==> src/rtl/adder_acc_stage.sv <==
// adder_acc_stage: frame accumulator fed by the adder_mini result register.
// Sums a programmable number of N-bit samples into an (N+CNT_W)-bit total and
// presents it on a valid/ready port, holding it until the consumer accepts.
// Optional feature macro: ADDER_ACC_SIGNED_EN (sign-extend samples into acc).
module adder_acc_stage #(
  parameter int N     = 32,
  parameter int CNT_W = 8
) (
  input  logic               clk,
  input  logic               rst_n,
  input  logic [N-1:0]       in_data,
  input  logic               in_valid,
  output logic               in_ready,
  input  logic [CNT_W-1:0]   len,
  input  logic               flush,
  output logic [N+CNT_W-1:0] out_data,
  output logic [CNT_W-1:0]   out_count,
  output logic               out_valid,
  input  logic               out_ready,
  output logic               busy
);

  typedef enum logic [1:0] {
    IDLE  = 2'd0,
    ACCUM = 2'd1,
    HOLD  = 2'd2
  } state_t;

  localparam logic [CNT_W-1:0] CNT_ONE = CNT_W'(1);

  state_t             state;
  logic [N+CNT_W-1:0] acc;
  logic [CNT_W-1:0]   cnt;
  logic [CNT_W-1:0]   len_q;

  logic               xfer;
  logic [N+CNT_W-1:0] ext_data;
  logic [CNT_W-1:0]   len_eff;
  logic [CNT_W-1:0]   cnt_next;

  // Handshake decode from registered state only, plus per-sample helpers.
  always_comb begin
    in_ready  = (state != HOLD);
    out_valid = (state == HOLD);
    busy      = (state != IDLE);
    xfer      = in_valid && in_ready;
`ifdef ADDER_ACC_SIGNED_EN
    ext_data  = {{CNT_W{in_data[N-1]}}, in_data};
`else
    ext_data  = {{CNT_W{1'b0}}, in_data};
`endif
    len_eff   = (len == '0) ? CNT_ONE : len;
    cnt_next  = cnt + CNT_ONE;
  end

  // Frame state machine; flush overrides transfers and output handshakes.
  always_ff @(posedge clk or negedge rst_n) begin
    if (!rst_n) begin
      state <= IDLE;
      acc   <= '0;
      cnt   <= '0;
      len_q <= '0;
    end else if (flush) begin
      state <= IDLE;
      acc   <= '0;
      cnt   <= '0;
      len_q <= '0;
    end else begin
      case (state)
        IDLE: begin
          if (xfer) begin
            len_q <= len_eff;
            acc   <= ext_data;
            cnt   <= CNT_ONE;
            state <= (len_eff == CNT_ONE) ? HOLD : ACCUM;
          end
        end
        ACCUM: begin
          if (xfer) begin
            acc <= acc + ext_data;
            cnt <= cnt_next;
            if (cnt_next == len_q) begin
              state <= HOLD;
            end
          end
        end
        HOLD: begin
          if (out_ready) begin
            state <= IDLE;
          end
        end
        default: begin
          state <= IDLE;
        end
      endcase
    end
  end

  // The accumulator registers double as the output registers.
  always_comb begin
    out_data  = acc;
    out_count = cnt;
  end

endmodule

==> config.mk <==
export PLATFORM = sky130hd
export DESIGN_NAME = adder_acc_stage
export DESIGN_NICKNAME = d
export VERILOG_FILES = /design/src/rtl/adder_acc_stage.sv
export SDC_FILE = /design/constraint.sdc
export NUM_CORES = 1
export LEC_CHECK = 0
export ABC_AREA = 1
export CAP_MARGIN = 20
export CORE_UTILIZATION = 40
export DETAILED_ROUTE_END_ITERATION = 6
export GPL_TIMING_DRIVEN = 0
export HOLD_SLACK_MARGIN = 0.05
export PLACE_DENSITY_LB_ADDON = 0.15
export SLEW_MARGIN = 20
export SYNTH_ARGS = -nofsm -noshare
export SYNTH_HDL_FRONTEND = slang
export SYNTH_SLANG_ARGS = --single-unit
==> constraint.sdc <==
create_clock -name clk -period 3.6 [get_ports clk]
set_input_delay 0.72 -clock clk [delete_from_list [all_inputs] [get_ports clk]]
set_output_delay 0.72 -clock clk [all_outputs]
set_load 0.05 [all_outputs]
==> Word level (Yosys, flattened, before mapping) <==
Cells that the tools add are included.
{ "classes": {"n_addsub": 2, "eq_ne": 9, "mux": 19, "reduce_logical": 10} }
{ "ops": {"columns": ["operator", "count"], "rows": [
  ["2-to-1 mux 40 bit", 3],
  ["one-hot mux 40 bit (2 select lines)", 1],
  ["2-to-1 mux 8 bit", 7],
  ["adder 40 x 32 -> 40 bit", 1],
  ["one-hot mux 8 bit (2 select lines)", 1],
  ["2-to-1 mux 2 bit", 6],
  ["inequality test 3 bit (second input constant)", 3],
  ["adder 8 x 1 -> 8 bit (second input constant)", 1],
  ["== test 8 x 1 -> 1 bit (second input constant)", 1],
  ["== test 8 bit", 1],
  ["zero test 8 bit", 1],
  ["one-hot mux 2 bit (3 select lines)", 1],
  ["nonzero test 2 bit", 3],
  ["AND reduction 4 bit", 1],
  ["inequality test 3 x 2 -> 1 bit (second input constant)", 1],
  ["AND reduction 3 bit", 1],
  ["nonzero test 3 bit", 1],
  ["== test 2 x 1 -> 1 bit (second input constant)", 1],
  ["== test 2 bit (second input constant)", 1],
  ["zero test 2 bit", 1],
  ["inequality test 2 bit (second input constant)", 1],
  ["AND reduction 2 bit", 1],
  ["logical AND 1 bit", 1]
]} }
{ "totals": {"regBits": 58, "in_bits": 45, "output_inout_bits": 51, "elab_cells": 44} }

==> Depth between registers and ports, before layout <==
Gate-level depths: netlist (run 1).
{ "logic_depth": {"depth_word": 7, "ltp_mapped": 15, "depth_no_buf": 15} }

==> Worst setup path before layout (run 1) <==
OpenSTA, ideal clock, no wires.
{ "synth_path": {"path_kind": "register to register", "startpoint": "register acc[0], in the netlist out_data[0]", "endpoint": "register acc[32], in the netlist out_data[32]", "setup_ns": 0.122, "arrival_time_ns": 2.189, "t_required_ns": 3.478, "path_slack_ns": 1.289, "stages_incl_launch_ff": 16, "n_path_buf": 0, "period_less_slack_ns": 2.311, "cell_sequence": "dfrtp_1 > ha_1 > inv_1 > fa_1 > inv_1 > nand3_1 > nand3_1 > nand2_1 > nand2_2 > nand2_1 > nand2_1 > nand2_2 > nand2_2 > nand2_1 > nand3_1 > o21ai_1"} }
{ "synth_via": {"elab_chain_len": 4} }
{ "synth_rtl": {"columns": ["element", "line_no", "rtl"], "rows": [
  ["from (decl)", "32", "logic [N+CNT_W-1:0] acc;"],
  ["from (signal assigned)", "73", "acc <= ext_data;"],
  ["from (signal assigned)", "80", "acc <= acc + ext_data;"],
  ["adder 40 x 32 -> 40 bit", "80", null],
  ["2-to-1 mux 40 bit", "79", "if (xfer) begin"],
  ["one-hot mux 40 bit (2 select lines)", "69", "case (state)"],
  ["2-to-1 mux 40 bit", "63", "end else if (flush) begin"]
]} }
No other way between the ends. The select of a mux whose other input is x is not followed.
A chain may end at the register's enable or synchronous reset.

==> Worst setup path in the final report (run 1) <==
{ "layout_path": {"startpoint": "input in_data[0]", "endpoint": "register acc[32], in the netlist out_data[32]"} }
{ "layout_via": {"elab_chain_len": 4} }
{ "layout_rtl": {"columns": ["element", "line_no", "rtl"], "rows": [
  ["from (decl)", "11", "input logic [N-1:0] in_data,"],
  ["adder 40 x 32 -> 40 bit", "80", null],
  ["2-to-1 mux 40 bit", "79", null],
  ["one-hot mux 40 bit (2 select lines)", "69", null],
  ["2-to-1 mux 40 bit", "63", null]
]} }
No other way between the ends. The select of a mux whose other input is x is not followed.

==> results.cfg, run 1 <==
[timing]
rsz0062_at_grt = no
relSlewSlack_pct = 64.59
worst_pin_slew_ps = 529.5
hold_viol_final = 0
finalSetupViolCount = 0
period_minus_slack_ps = 2688
worst_slack_ps = 911.8
setup-tns-final_ps = 0
clock.fmax_ghz = 0.3720
fin_skew_ps = 10.30
fin_crit_sh_pct = 74.67
drv_slew = 0

[floorplanning]
rows = 43
initial_core_util_pct = 40.98
die-area_mm2 = 0.01465
die_h_um = 121.0
ioPinCount = 96
core_area_mm2 = 0.01383
die_x_um = 121.0

[finish]
final_cell_mix = 324 x nand2_1, 146 x inv_1, 100 x nor2_1, 94 x clkdlybuf4s50_1, 70 x nand3_1
diodes = 0
n_fill_cell = 1443
postLayoutCoreUtil_pct = 52.03
seq_area_mm2 = 0.001451
final_area_mm2 = 0.007194
multi_input_area_mm2 = 0.003555
num-nets-final = 1126
layout_commonest_cell = nand2_1
drive_gt1_share_pct = 9.316
area_delta_synth_final_pct = 26.96

[yosys]
synth_top_area_share_pct = 25.61
ys_seq_area_share_pct = 25.61
synth_area_mm2 = 0.005667
yosysWarnings = 0
synth.avg_cell_area_um2 = 6.028
synth_seq_cells = 58
synth_cell_types = 36
synth_nets = 1019
yosys.area.top_type = dfrtp_1
synth_area_leaders = dfrtp_1 26%, nand2_1 21%, inv_1 9.7%, ha_1 7.3%, nor2_1 6.6%
synth_cells = 940

[setup_path]
cp.required_ps = 3830
crit_type = in2reg
cp-start-kind = input pin
path_max_fanout = 3
end_kind = flip-flop
arrival_ps = 2920
rrSetupSlack_ps = 1380

[power_and_ir_drop]
leakage_uw = 0.003810
vdd_drop_max_mv = 0.4407
power_frac_seq_pct = 20.8
clkPwrFrac_pct = 22.5
p_per_area_mw_per_mm2 = 593.9
pwr-share-comb_pct = 56.7
p_sw_uw = 2102
p_int_uw = 2170
switching_share_pct = 49.20

[routing]
wl_per_cell_um = 13.51
drtPass1Iterations = 5
drtIter0Drc = 357
drt-total-wl_um = 16640
drtAntennaViolNets = 0
viasPerCell = 4.876
drc = 0
via_count = 6007

[min_path]
hold_class = in2async

[clock_tree]
clock_latency_ps = 350
cts.htree.levels = 3
cts_sinks = 58
cts-root-buf = clkbuf_16
cts_tree = yes
cts_setup_buffers = 0
ctsResizeCount = 0
cts.clk_slew.worst_paths_ps = 60
postCtsHoldBufs = 0
cts_inserted_buffers = 9
clockBufferDepth = 2

[run]
drv_cap = 0

[place]
dp.final_hpwl_um = 13470
place.gp.congestion = 0.8931
io_buffers = 95
dp_slack_ps = 563.5
postPlaceCellArea_mm2 = 0.006868

[outcome]
status = finished, final reports clean

[global_route]
first_global_vias = 5652
grt-ovfl-total = 0
grt_antenna_before_repair = 0
grtUsageTotal_pct = 23.84
grt_pass1_wl_um = 27360
grt_start_max_net_pins = 42
-- metal layers --
layer	GRT usage (%)	share of wire (%)	up-vias
met5	0	0	-
met2	39.43	46	139
met4	7.485	1.8	0
met3	3.806	4.9	20
li1	-	-	3145
met1	31.65	48	2703
-- synthesized netlist by cell type (all sizes together) --
cell type	count
ha	33
o21bai	4
nand3b	2
inv	157
nand4	7
o21ai	53
a21oi	31
fa	1
xnor2	6
xor2	13
or2	2
o21a	1
a22o	1
buf	13
nor4	1
nor3	11
a211oi	1
nand2	349
o211ai	1
o22ai	5
nor2	115
nand3	74
clkbuf	1
dfrtp	58
-- path summary, 6_finish.rpt --
| check | start | endpoint | depth (start not counted) |
|---|---|---|---|
| setup / recovery | in_data[0] | out_data[32] | 16 |
| hold / removal | rst_n | out_data[12] | 1 |
| setup reg to reg | out_data[0] | out_data[32] | 15 |
| hold reg to reg | len_q[0] | len_q[0] | 2 |
| max in group asynchronous | rst_n | out_data[24] | 2 |
| min in group clk | len_q[0] | len_q[0] | 2 |
-- stage by stage --
step | cells | hold WS (ps) | power [uW]
finish | 1232 | 251.0 | 4273
global route | 1232 | 275.9 | 4583
CTS | 1232 | 259.6 | 4288
detailed placement | 1216 | 495.5 | 3314
global placement | 1215 | 493.4 | 3292
floorplan | 940 | 424.4 | 2593
-- power by group through the flow --
stage	combinational [uW]	sequential [uW]	clock, uW
after detailed placement	2420	899	0
after floorplan	1380	1220	0
final	2420	887	963
after global routing	2680	906	1000
after global placement	2390	898	0
after CTS	2430	889	974
-- sequential cells by signal (all words and copies together) (netlist names) --
| signal | count |
|---|---|
| out_data | 40 |
| state | 2 |
| out_count | 8 |
| len_q | 8 |
-- cell type report --
cell class / count / area share (%)
plain buffers: 14 / 0.9913
clock buffers: 9 / 3.130
clock inverters: 7 / 1.409
inverters: 157 / 8.191
multi-input cells: 711 / 49.41
flip-flops and latches: 58 / 20.17
well taps: 180 / 3.130
repair buffers: 96 / 13.57
-- worst max-delay path: stages --
cell,delay [ps]
clkdlybuf4s50_1,480
ha_1,200
inv_1,60
fa_1,400
inv_1,120
nand3_1,80
nand3_1,160
nand2_1,90
nand2_2,100
nand2_1,80
nand2_1,100
nand2_2,70
nand2_2,80
nand2_1,50
nand3_1,60
o21ai_1,60
-- cell families after synthesis --
logic type	Yosys count	synth area share, %
xor gates and xnor gates	19	2.937
DFF	58	25.61
buffers and inverters	171	11.66
AOI/OAI and AO/OA	97	9.406
and+or+nand+nor	561	42.75
adders and majority gates	34	7.640
Power figures use the tool's default switching activity.
==> inputs of run 2 (changes only) <==
Clock period 3.6 ns to 2.2 ns, I/O delays scaled along.
==> results.cfg, run 2 (synthesis results as in run 1) <==
[outcome]
status = finished, final reports clean

[timing]
fin_skew_ps = 12.63
fin_crit_sh_pct = 96.74
period_minus_slack_ps = 2128
drv_slew = 0
finalSetupViolCount = 0
relSlewSlack_pct = 63.68
setup-tns-final_ps = 0
clock.fmax_ghz = 0.4699
worst_slack_ps = 71.82
hold-worst-slack_ps = 499.0
hold_viol_final = 0
worst_pin_slew_ps = 543.2

[finish]
area_delta_synth_final_pct = 34.91
final_cell_mix = 313 x nand2_1, 143 x inv_1, 98 x nor2_1, 88 x clkdlybuf4s50_1, 67 x nand3_1
n_fill_cell = 1406
num-nets-final = 1131
diodes = 0
largest_reg_flops = 40
drive_gt1_share_pct = 15.06
layout_commonest_cell = nand2_1

[clock_tree]
cts-root-buf = clkbuf_16
clock_latency_ps = 340
cts.htree.levels = 3
clockBufferDepth = 2
cts.clk_slew.worst_paths_ps = 50
cts_inserted_buffers = 9
cts_tree = yes
cts_sinks = 58

[setup_path]
cp-start-kind = flip-flop
arrival_ps = 1690
cp_slowest_cell = clkdlybuf4s50_1
crit_path_cell_trace = clkdlybuf4s50_1
cp_slowest_stage_delay_ps = 860
critPathTopFamily = buffers and inverters
crit_type = reg2out
crit_buf_inv = 1
path_max_fanout = 6
cp.required_ps = 1760
end_kind = output pin

[run]
drv_cap = 0

[power_and_ir_drop]
leakage_uw = 0.003891
vdd_drop_max_mv = 0.6715
p_per_area_mw_per_mm2 = 980.5

[routing]
drt-total-wl_um = 17610
drtPass1Iterations = 5
top_layer = met4
via_count = 6126
wl_met3_um = 860
drtIter0Drc = 377
met1_length_um = 8242
drc = 0
viasPerCell = 4.956
wl_met2_um = 8129
wl_per_cell_um = 14.25
drtAntennaViolNets = 0

[global_route]
grt_antenna_before_repair = 0
first_global_vias = 5635
grtUsageTotal_pct = 24.16
grt_start_max_net_pins = 39
grt-ovfl-total = 0
grt_pass1_wl_um = 27540

[floorplanning]
initial_core_util_pct = 40.98
core_area_mm2 = 0.01383
die_x_um = 121.0
rows = 43
die-area_mm2 = 0.01465
die_h_um = 121.0
ioPinCount = 96

[min_path]
hold_class = in2reg

[place]
io_buffers = 95
dp.final_hpwl_um = 13560
dp_slack_ps = -571.2
place.gp.congestion = 0.8967
==> run 2: cell count changes in the layout (fill, tap and decap cells not counted), moves of 6 or more <==
cell / previous run / this run
a21oi_1: 28 / 20
a21oi_2: 3 / 11
clkdlybuf4s50_1: 94 / 88
ha_1: 33 / 7
ha_2: 0 / 6
ha_4: 0 / 20
nand2_1: 324 / 313
nand2_2: 22 / 29
==> run 2: per-layer routing <==
layer / up-vias / GRT usage, %
met5: - / 0
met1: 2792 / 32.08
met3: 28 / 3.947
li1: 3151 / -
met2: 155 / 40.21
met4: 0 / 6.944
==> run 2: layout make-up <==
class	count	area (um2)	share of cell area, %
Multi-Input combinational cell	711	3956	51.75
Tap cell	180	225.2	2.946
Inverter	157	589.3	7.709
Clock buffer	10	239.0	3.126
Clock inverter	5	102.6	1.342
Timing Repair Buffer	101	1008	13.19
Buffer	14	71.32	0.9329
Sequential cell	58	1453	19.00
==> run 2: per-stage QoR <==
| step | util [%] | area (um2) | cells | total power [uW] |
|---|---|---|---|---|
| final | 55.29 | 7645 | 1236 | 7496 |
| after global placement | 49.50 | 6844 | 1215 | 5391 |
| after CTS | 52.35 | 7238 | 1234 | 7123 |
| after floorplan | - | 5668 | 940 | 4244 |
| after global routing | 55.29 | 7645 | 1236 | 7980 |
| after detailed placement | 49.62 | 6862 | 1216 | 5423 |
==> run 2: what timing repair did <==
action,in CTS,in global routing
resized for setup,10,71
setup buffers,2,2
pin swaps,2,3
setup endpoints to repair,15,25
hold buffers,1,0
endpoints found under the hold margin,20,0
==> run 2: power breakdown <==
| part | internal, uW | switching (uW) |
|---|---|---|
| Clock | 1130 | 546 |
| Combinational | 1510 | 2820 |
| Sequential | 1270 | 234 |
| Total | 3900 | 3600 |
==> run 2: worst reg2reg max path: stages, from the launching register on <==
cell and delay, ps:
dfrtp_2 370, ha_2 170, inv_1 50, fa_2 380
inv_2 100, nand3_1 100, nand3_2 110, nand2_1 70
nand2_2 90, buf_4 110, nand3_1 90, nand4_1 110
nand3_1 100, nand2_1 80, nand2_1 50
==> run 2: path summary, 6_finish.rpt <==
kind	from	to	slack (ps)	cells past startpoint
min in group asynchronous	rst_n	out_data[29]	530	2
worst min register to register	len_q[0]	len_q[0]	510	2
worst max-delay path	out_data[32]	out_data[32]	70	1
worst max register to register	out_data[0]	out_data[24]	130	14
worst min-delay path	in_data[0]	out_data[0]	500	3
max in group asynchronous	rst_n	out_data[0]	1140	3
